**src/rtl/div_unit.sv**
```systemverilog
// Multi-cycle restoring divider producing {remainder, quotient} for HI/LO writeback.
// Optional DIV_ZERO_FLAG_EN adds a registered div_zero_o flag for divide-by-zero results.
module div_unit #(
  parameter int DATA_W = 32,
  parameter int CNT_W  = 6
) (
  input  logic                  clk,
  input  logic                  rst,
  input  logic                  signed_div_i,
  input  logic [DATA_W-1:0]     opdata1_i,
  input  logic [DATA_W-1:0]     opdata2_i,
  input  logic                  start_i,
  input  logic                  annul_i,
  output logic [2*DATA_W-1:0]   result_o,
  output logic                  ready_o
`ifdef DIV_ZERO_FLAG_EN
  ,
  output logic                  div_zero_o
`endif
);

  localparam logic [1:0] S_FREE   = 2'd0;
  localparam logic [1:0] S_BYZERO = 2'd1;
  localparam logic [1:0] S_ON     = 2'd2;
  localparam logic [1:0] S_END    = 2'd3;

  logic [1:0]          state_q, state_d;
  logic [CNT_W-1:0]    cnt_q, cnt_d;
  logic [2*DATA_W:0]   sr_q, sr_d;
  logic [DATA_W-1:0]   div_mag_q, div_mag_d;
  logic                signed_q, signed_d;
  logic                sign1_q, sign1_d;
  logic                sign2_q, sign2_d;
  logic [2*DATA_W-1:0] result_q, result_d;
  logic                ready_q, ready_d;
`ifdef DIV_ZERO_FLAG_EN
  logic                dz_q, dz_d;
`endif

  logic [DATA_W-1:0]   mag1, mag2;
  logic [2*DATA_W+1:0] shifted;
  logic [DATA_W+1:0]   trial;
  logic [2*DATA_W:0]   iter_sr;
  logic [DATA_W-1:0]   quo_mag, rem_mag, quo_fin, rem_fin;

  assign mag1 = (signed_div_i && opdata1_i[DATA_W-1]) ? -opdata1_i : opdata1_i;
  assign mag2 = (signed_div_i && opdata2_i[DATA_W-1]) ? -opdata2_i : opdata2_i;

  // Upper bits hold the partial remainder, lower bits the dividend turning into the quotient.
  // The bit shifted out of the top is always 0 but is kept in the trial for full width.
  assign shifted = {sr_q, 1'b0};
  assign trial   = shifted[2*DATA_W+1:DATA_W] - {2'b00, div_mag_q};
  assign iter_sr = trial[DATA_W+1] ? shifted[2*DATA_W:0]
                                   : {trial[DATA_W:0], shifted[DATA_W-1:1], 1'b1};

  assign quo_mag = iter_sr[DATA_W-1:0];
  assign rem_mag = iter_sr[2*DATA_W-1:DATA_W];
  assign quo_fin = (signed_q && (sign1_q ^ sign2_q)) ? -quo_mag : quo_mag;
  // Remainder follows the sign of the dividend.
  assign rem_fin = (signed_q && sign1_q) ? -rem_mag : rem_mag;

  always_comb begin
    state_d   = state_q;
    cnt_d     = cnt_q;
    sr_d      = sr_q;
    div_mag_d = div_mag_q;
    signed_d  = signed_q;
    sign1_d   = sign1_q;
    sign2_d   = sign2_q;
    result_d  = result_q;
    ready_d   = ready_q;
`ifdef DIV_ZERO_FLAG_EN
    dz_d      = dz_q;
`endif
    case (state_q)
      S_FREE: begin
        ready_d  = 1'b0;
        result_d = '0;
        cnt_d    = '0;
        sr_d     = '0;
`ifdef DIV_ZERO_FLAG_EN
        dz_d     = 1'b0;
`endif
        if (start_i && !annul_i) begin
          if (opdata2_i == '0) begin
            state_d = S_BYZERO;
          end else begin
            state_d   = S_ON;
            div_mag_d = mag2;
            signed_d  = signed_div_i;
            sign1_d   = opdata1_i[DATA_W-1];
            sign2_d   = opdata2_i[DATA_W-1];
            sr_d      = {{(DATA_W+1){1'b0}}, mag1};
          end
        end
      end
      S_BYZERO: begin
        state_d  = S_END;
        ready_d  = 1'b1;
        result_d = '0;
`ifdef DIV_ZERO_FLAG_EN
        dz_d     = 1'b1;
`endif
      end
      S_ON: begin
        if (annul_i) begin
          state_d  = S_FREE;
          ready_d  = 1'b0;
          result_d = '0;
          sr_d     = '0;
          cnt_d    = '0;
        end else begin
          sr_d  = iter_sr;
          cnt_d = cnt_q + CNT_W'(1);
          if (cnt_q == CNT_W'(DATA_W-1)) begin
            state_d  = S_END;
            ready_d  = 1'b1;
            result_d = {rem_fin, quo_fin};
          end
        end
      end
      S_END: begin
        if (!start_i) begin
          state_d  = S_FREE;
          ready_d  = 1'b0;
          result_d = '0;
`ifdef DIV_ZERO_FLAG_EN
          dz_d     = 1'b0;
`endif
        end
      end
      default: state_d = S_FREE;
    endcase
  end

  always_ff @(posedge clk) begin
    if (rst) begin
      state_q   <= S_FREE;
      cnt_q     <= '0;
      sr_q      <= '0;
      div_mag_q <= '0;
      signed_q  <= 1'b0;
      sign1_q   <= 1'b0;
      sign2_q   <= 1'b0;
      result_q  <= '0;
      ready_q   <= 1'b0;
`ifdef DIV_ZERO_FLAG_EN
      dz_q      <= 1'b0;
`endif
    end else begin
      state_q   <= state_d;
      cnt_q     <= cnt_d;
      sr_q      <= sr_d;
      div_mag_q <= div_mag_d;
      signed_q  <= signed_d;
      sign1_q   <= sign1_d;
      sign2_q   <= sign2_d;
      result_q  <= result_d;
      ready_q   <= ready_d;
`ifdef DIV_ZERO_FLAG_EN
      dz_q      <= dz_d;
`endif
    end
  end

  assign result_o = result_q;
  assign ready_o  = ready_q;
`ifdef DIV_ZERO_FLAG_EN
  assign div_zero_o = dz_q;
`endif

endmodule

```
**config.mk**
```make
export PLATFORM = sky130hd
export DESIGN_NAME = div_unit
export DESIGN_NICKNAME = d
export VERILOG_FILES = /design/src/rtl/div_unit.sv
export SDC_FILE = /design/constraint.sdc
export NUM_CORES = 1
export LEC_CHECK = 0
export ABC_AREA = 1
export BUFFER_PORTS_ARGS = -buffer_cell sky130_fd_sc_hd__buf_2
export CELL_PAD_IN_SITES_DETAIL_PLACEMENT = 0
export CELL_PAD_IN_SITES_GLOBAL_PLACEMENT = 1
export CORE_ASPECT_RATIO = 2
export CORE_MARGIN = 4
export CORE_UTILIZATION = 42
export CTS_CLUSTER_DIAMETER = 40
export CTS_CLUSTER_SIZE = 8
export DETAILED_ROUTE_END_ITERATION = 8
export PLACE_DENSITY = 0.92
export SYNTH_ARGS = -nofsm -noshare
export SYNTH_HDL_FRONTEND = slang
export SYNTH_SLANG_ARGS = --single-unit
```
**constraint.sdc**
```tcl
create_clock -name clk -period 5.2 [get_ports clk]
set_clock_uncertainty 0.2 [all_clocks]
set_input_delay 0.78 -clock clk [delete_from_list [all_inputs] [get_ports clk]]
set_output_delay 0.78 -clock clk [all_outputs]
set_load 0.1 [all_outputs]
```
==> impl_metrics.yaml, run 1 <==
outcome:
  outcome: "finished clean"
min_path:
  hold_path.class: "reg -> reg"
cells_and_area:
  final_layout_size_suffix_gt1_share_pct: 12.2
  fillCellCount: 3102
  finish.cell_count_without_fillers: 2482
  syn_to_final_growth_pct: 12.0
  fin_nets: 2216
  layout_common_cells: "sky130_fd_sc_hd__nand2_1, sky130_fd_sc_hd__inv_1, sky130_fd_sc_hd__a21oi_1"
  mostFrequentLayoutCell: "sky130_fd_sc_hd__nand2_1"
  antenna_cells_inserted: 0
  finalInstanceArea_um2: 14100
global_routing:
  grt.met3_usage_pct: 3.64
  grt_start_max_net_pins: 88
  first_pass_grt_wire_length_mm: 73.0
  grt_antenna_before_repair: 0
  globalRoute.busiestLayer: "met2"
  overflow: 0
  grt.total_usage_pct: 29.5
  global_route.usage.met2_pct: 55.2
  vias_in_the_first_global_route: 13296
  globalRouteMet1Util_pct: 26.4
routing:
  detail_route.drc_violations: 0
  routed_length_per_instance_um: 19.4
  avgViaCountPerCell: 5.45
  detailedRoute.firstIterationViolations: 767
  total_number_of_vias: 13533
  wl_mm: 48.2
  ant_nets: 0
  detailedRoute.firstPassIterationCount: 8
placed_design:
  routabilityCongestion: 1.02
  numPlacedInstances: 2450
  dpl.hpwl_mm: 38.5
  io_buffers: 133
  dp_slack_ps: 608
  placed_area_um2: 13400
timing:
  timing.final.crit_period_ps: 4650
  worst-slew-pin-transition_ps: 1220
  fin_tns_setup_ps: 0
  setup-violations-final: 0
  fmaxAchievable_mhz: 215
  post-route-period-util_pct: 89.4
  worst_slack_ps: 553
  setup_repair_after_global_routing_missed_its_margin: "no"
  report.final.hold_viol_count: 0
  drv_slew: 0
  maxSlewHeadroom_pct: 18.8
critical_path:
  worstPathRequired_ps: 5340
  worst_endpoint_data_arrival_time_ps: 4790
  setup.worst_path.start_class: "flip-flop"
  worst_setup_path_end_kind: "flip-flop"
  critPathMaxFanout: 7
  critical_path_type: "reg -> reg"
synth:
  postSynthNetCount: 2129
  synthArstFlopShare_pct: 0
  synth_edf_count: 0
  synth.distinct_cells: 56
  post_synth.cell_area_avg_um2: 6.22
  yosysTopAreaCell: "sky130_fd_sc_hd__dfxtp_1"
  synth.top_cells.by_area: "sky130_fd_sc_hd__dfxtp_1, sky130_fd_sc_hd__nand2_1, sky130_fd_sc_hd__a21oi_1, sky130_fd_sc_hd__inv_1, sky130_fd_sc_hd__nand3_1"
  synth_top_area_share_pct: 27.6
  ys_ff_latch: 173
  netlist_instances: 2018
  synth-warning-count: 0
  share_of_synthesized_area_occupied_by_flip_flops_and_latches_pct: 27.6
  postSynth.topFlopCell: "sky130_fd_sc_hd__dfxtp_1"
  synth_area_um2: 12500
clock_tree:
  cts_tree: "yes"
  post_cts_resize_count: 0
  cts_root_buf: "sky130_fd_sc_hd__clkbuf_16"
  postCtsSetupRepairBufs: 0
  cts_buffers: 17
  worst_setup_hold_path_clk_slew_ps: 80
  h-tree-depth: 4
  worst_skew_pair.late_latency_ps: 460
  clock_tree.buffer_depth: 2
  postCtsHoldBufs: 0
  clock_sinks: 173
pwr:
  power_density_nw_per_um2: 454
  power.static_leakage_uw: 0.00668
  worst_vdd_drop_uv: 306
  report.power.total_uw: 6380
floorplan:
  chipHeight_um: 252
  initial_cell_density_of_the_core_pct: 42.5
  top_level_ports: 134
  core_region_area_um2: 29500
  fp.dieArea_um2: 32900
  chipWidth_um: 130
  number_of_standard_cell_rows_in_the_floorplan: 89
flow_run:
  timing.max_cap.violations: 0
==> routing by layer <==
metal	part of all wire [%]	routed length [µm]
met3	3.4	1650
met5	0	0
met1	32	15300
met2	54	25800
met4	11	5410
==> per-stage QoR <==
step / util (%) / hold slack [ps]
6_report: 47.6 / 260
2_1_floorplan: - / 230
3_5_place_dp: 45.5 / 255
4_1_cts: 47.6 / 264
5_1_grt: 47.6 / 284
3_3_place_gp: 45.5 / 244
==> area by class of cell <==
type,count,area (µm²),share of cell area [%]
Clock buffer,18,439,3.13
Clock inverter,14,175,1.25
Inverter,218,818,5.82
Multi-Input combinational cell,1550,7940,56.5
Sequential cell,173,3460,24.6
Tap cell,364,455,3.24
Timing Repair Buffer,145,758,5.40
==> where the power goes <==
group	internal, µW	switching (µW)
sequential	1510	238
combinational	905	2390
clock	701	632
==> final timing paths <==
path / startpoint / end / slack (ps) / cells after the start
max: div_mag_q[16]$_SDFFE_PP0P_ / result_o[30]$_SDFFE_PP0P_ / 550 / 24
min: div_mag_q[26]$_SDFFE_PP0P_ / div_mag_q[26]$_SDFFE_PP0P_ / 260 / 2
max reg2reg: div_mag_q[16]$_SDFFE_PP0P_ / result_o[30]$_SDFFE_PP0P_ / 550 / 24
min reg2reg: div_mag_q[26]$_SDFFE_PP0P_ / div_mag_q[26]$_SDFFE_PP0P_ / 260 / 2
==> state kept, by name, indices dropped and copies added, names as in the netlist <==
signal     flops
div_mag_q     32
signed_q       1
state_q        2
ready_o        1
cnt_q          6
sign1_q        1
result_o      64
sign2_q        1
sr_q          65
==> synth_stat cells (3+ instances only) <==
cell and number:
sky130_fd_sc_hd__clkbuf_1 58, sky130_fd_sc_hd__or2_2 10, sky130_fd_sc_hd__nand4_1 17, sky130_fd_sc_hd__o21ai_2 6, sky130_fd_sc_hd__buf_2 5, sky130_fd_sc_hd__o21bai_1 7, sky130_fd_sc_hd__nand2_2 23, sky130_fd_sc_hd__ha_1 41
sky130_fd_sc_hd__o21ai_1 9, sky130_fd_sc_hd__xnor2_1 34, sky130_fd_sc_hd__inv_2 5, sky130_fd_sc_hd__xor2_1 47, sky130_fd_sc_hd__o21ai_0 126, sky130_fd_sc_hd__buf_6 3, sky130_fd_sc_hd__a21o_1 4, sky130_fd_sc_hd__nand3b_1 8
sky130_fd_sc_hd__nor2_1 156, sky130_fd_sc_hd__nand3_1 141, sky130_fd_sc_hd__o31ai_1 3, sky130_fd_sc_hd__a21oi_1 198, sky130_fd_sc_hd__nor2_2 6, sky130_fd_sc_hd__nand3_2 3, sky130_fd_sc_hd__nand2_1 589, sky130_fd_sc_hd__a21oi_2 4
sky130_fd_sc_hd__nor4_1 9, sky130_fd_sc_hd__o211ai_1 3, sky130_fd_sc_hd__inv_1 211, sky130_fd_sc_hd__dfxtp_1 173, sky130_fd_sc_hd__a211oi_1 3, sky130_fd_sc_hd__a31oi_1 38, sky130_fd_sc_hd__nand2_4 5, sky130_fd_sc_hd__buf_1 7
sky130_fd_sc_hd__nor3_1 31
==> cells by family after synthesis <==
family,count (synthesis),synth area share (%)
buffers and inverters,295,9.33
xor gates and xnor gates,81,5.65
DFF,173,27.6
AOI/OAI and AO/OA,414,18.1
and+or+nand+nor,1013,35.0
adders and majority gates,42,4.25
==> critical path: stages (launching register included) <==
cell and delay (ps):
sky130_fd_sc_hd__dfxtp_1 340, sky130_fd_sc_hd__inv_1 50, sky130_fd_sc_hd__ha_1 350, sky130_fd_sc_hd__a21oi_1 300, sky130_fd_sc_hd__o21ai_1 140, sky130_fd_sc_hd__inv_1 70, sky130_fd_sc_hd__nand2_1 80, sky130_fd_sc_hd__inv_2 70
sky130_fd_sc_hd__nand2_4 70, sky130_fd_sc_hd__nand2_4 100, sky130_fd_sc_hd__nand3_2 190, sky130_fd_sc_hd__nand2_4 170, sky130_fd_sc_hd__ha_1 180, sky130_fd_sc_hd__nand3_1 100, sky130_fd_sc_hd__nor3_1 260, sky130_fd_sc_hd__nand2_1 120
sky130_fd_sc_hd__nor3_1 260, sky130_fd_sc_hd__nand3_1 170, sky130_fd_sc_hd__o21ai_0 350, sky130_fd_sc_hd__o21ai_0 260, sky130_fd_sc_hd__a21oi_1 250, sky130_fd_sc_hd__o21a_1 180, sky130_fd_sc_hd__a21oi_1 70, sky130_fd_sc_hd__o21ai_0 120
sky130_fd_sc_hd__a21oi_1 80
Power figures use the tool's default switching activity.
==> run 2: changes to the inputs <==
--- a/config.mk
+++ b/config.mk
@@ -11,11 +11,12 @@
 export CELL_PAD_IN_SITES_GLOBAL_PLACEMENT = 1
 export CORE_ASPECT_RATIO = 2
 export CORE_MARGIN = 4
-export CORE_UTILIZATION = 42
+export CORE_UTILIZATION = 43
+export CTS_BUF_LIST = sky130_fd_sc_hd__clkbuf_4
 export CTS_CLUSTER_DIAMETER = 40
 export CTS_CLUSTER_SIZE = 8
 export DETAILED_ROUTE_END_ITERATION = 8
-export PLACE_DENSITY = 0.92
+export PLACE_DENSITY = 0.94
 export SYNTH_ARGS = -nofsm -noshare
 export SYNTH_HDL_FRONTEND = slang
 export SYNTH_SLANG_ARGS = --single-unit
==> run 2 against run 1 <==
Effect of this change: critical path depth down 3; power down 7.1%; setup slack better by 4.2 ps; critical path type unchanged; critical endpoint unchanged; highest routed layer unchanged; die area down 2.2%; worst hold slack worse by 94 ps; final area down 2.2%.
==> impl_metrics.yaml, run 2 (synthesized netlist as in run 1, its figures left out) <==
critical_path:
  worst_setup_path_end_kind: "flip-flop"
  critical_path_type: "reg -> reg"
  setup.worst_path.start_class: "flip-flop"
  critPathMaxFanout: 7
  worst_endpoint_data_arrival_time_ps: 5000
  worstPathRequired_ps: 5550
routing:
  detail_route.drc_violations: 0
  total_number_of_vias: 13711
  detailedRoute.firstPassIterationCount: 6
  avgViaCountPerCell: 5.53
  detailedRoute.firstIterationViolations: 797
  routed_length_per_instance_um: 19.5
  ant_nets: 0
  wl_mm: 48.3
timing:
  timing.final.crit_period_ps: 4640
  setup-violations-final: 0
  worst_slack_ps: 557
  worst-slew-pin-transition_ps: 1060
  post-route-period-util_pct: 89.3
  fmaxAchievable_mhz: 215
  maxSlewHeadroom_pct: 29.2
  fin_tns_setup_ps: 0
  setup_repair_after_global_routing_missed_its_margin: "no"
  report.final.hold_viol_count: 0
  drv_slew: 0
placed_design:
  routabilityCongestion: 1.03
  dp_slack_ps: 594
  io_buffers: 133
  dpl.hpwl_mm: 38.2
min_path:
  hold_path.class: "in -> reg"
cells_and_area:
  layout_common_cells: "sky130_fd_sc_hd__nand2_1, sky130_fd_sc_hd__inv_1, sky130_fd_sc_hd__a21oi_1"
  syn_to_final_growth_pct: 9.55
  layout.core_utilization_pct: 47.6
  multiInputGateArea_um2: 7940
  mostFrequentLayoutCell: "sky130_fd_sc_hd__nand2_1"
  final_layout_size_suffix_gt1_share_pct: 12.2
  max_ffs_per_register: 65
  largest_register: "sr_q"
  area.sequential_um2: 3460
  fillCellCount: 3144
  fin_nets: 2216
floorplan:
  chipHeight_um: 250
  core_region_area_um2: 28800
  chipWidth_um: 129
  initial_cell_density_of_the_core_pct: 43.5
  number_of_standard_cell_rows_in_the_floorplan: 88
  fp.dieArea_um2: 32100
  top_level_ports: 134
pwr:
  cell_internal_pwr_uw: 2720
  seqPwrFrac_pct: 29.5
  switching_share_pct: 54.1
  net-switching-power_uw: 3210
  power_density_nw_per_um2: 431
  worst_vdd_drop_uv: 369
  power.static_leakage_uw: 0.00655
  clock_power_share_pct: 14.7
  power_frac_comb_pct: 55.8
clock_tree:
  clock_sinks: 173
  cts_buffers: 17
  worst_skew_pair.late_latency_ps: 690
  cts_tree: "yes"
  postCtsHoldBufs: 0
  clock_tree.buffer_depth: 2
  postCtsSetupRepairBufs: 0
  cts_root_buf: "sky130_fd_sc_hd__clkbuf_4"
  post_cts_resize_count: 0
  h-tree-depth: 4
  worst_setup_hold_path_clk_slew_ps: 160
global_routing:
  first_pass_grt_wire_length_mm: 72.7
  grt.total_usage_pct: 29.7
  grt_antenna_before_repair: 1
  grt_start_max_net_pins: 66
  overflow: 0
  vias_in_the_first_global_route: 13279
flow_run:
  timing.max_cap.violations: 0
outcome:
  outcome: "finished clean"
-- run 2: final timing paths --
| kind | slack (ps) | endpoint | start | cells past startpoint |
|---|---|---|---|---|
| max | 560 | result_o[30]$_SDFFE_PP0P_ | sr_q[53]$_SDFFE_PP0P_ | 21 |
| max reg2reg | 560 | result_o[30]$_SDFFE_PP0P_ | sr_q[53]$_SDFFE_PP0P_ | 21 |
| min | 170 | div_mag_q[29]$_SDFFE_PP0P_ | opdata2_i[29] | 3 |
| min reg2reg | 270 | result_o[11]$_SDFFE_PP0P_ | result_o[11]$_SDFFE_PP0P_ | 2 |
-- run 2: metrics by stage --
stage / area (µm²) / cells / total power, µW / hold slack [ps]
floorplan: 12500 / 2018 / 4030 / 230
finish: 13700 / 2481 / 5920 / 165
CTS: 13700 / 2478 / 5890 / 131
detailed placement: 13400 / 2446 / 5020 / 255
global route: 13700 / 2481 / 6310 / 165
global placement: 13400 / 2446 / 4980 / 243
-- run 2: layout make-up --
cell class	count	area share (%)
Sequential cell	173	25.2
Clock inverter	15	1.29
Timing Repair Buffer	145	5.52
Multi-Input combinational cell	1550	57.8
Clock buffer	17	0.928
Antenna cell	3	0.0546
Tap cell	360	3.28
Inverter	218	5.95
-- run 2: power by group through the flow --
stage	Sequential [µW]	Clock (µW)	Combinational (µW)
finish	1750	870	3300
global placement	1760	0	3220
floorplan	1790	0	2240
detailed placement	1770	0	3250
global route	1770	931	3610
CTS	1740	886	3260
-- run 2: layer usage --
metal  GRT usage (%)  vias up  routed length [µm]
li1                -     6758                   -
met1            26.9     6359               15600
met2            53.8      404               25300
met3            3.98      190                1630
met4            28.9        0                5750
met5               0        -                   0
-- run 2: worst max-delay path, stage by stage, from the launching register on --
cell and delay (ps):
sky130_fd_sc_hd__dfxtp_1 380, sky130_fd_sc_hd__ha_1 370, sky130_fd_sc_hd__a21oi_1 230, sky130_fd_sc_hd__nor2_1 90
sky130_fd_sc_hd__nor2_1 90, sky130_fd_sc_hd__nand2_1 140, sky130_fd_sc_hd__a21oi_4 260, sky130_fd_sc_hd__nand3_2 220
sky130_fd_sc_hd__nand2_4 160, sky130_fd_sc_hd__ha_1 180, sky130_fd_sc_hd__nand3_1 100, sky130_fd_sc_hd__nor3_1 260
sky130_fd_sc_hd__nand2_1 120, sky130_fd_sc_hd__nor3_1 270, sky130_fd_sc_hd__nand3_1 180, sky130_fd_sc_hd__o21ai_0 360
sky130_fd_sc_hd__o21ai_0 260, sky130_fd_sc_hd__a21oi_1 240, sky130_fd_sc_hd__o21a_1 170, sky130_fd_sc_hd__a21oi_1 60
sky130_fd_sc_hd__o21ai_0 110, sky130_fd_sc_hd__a21oi_1 80
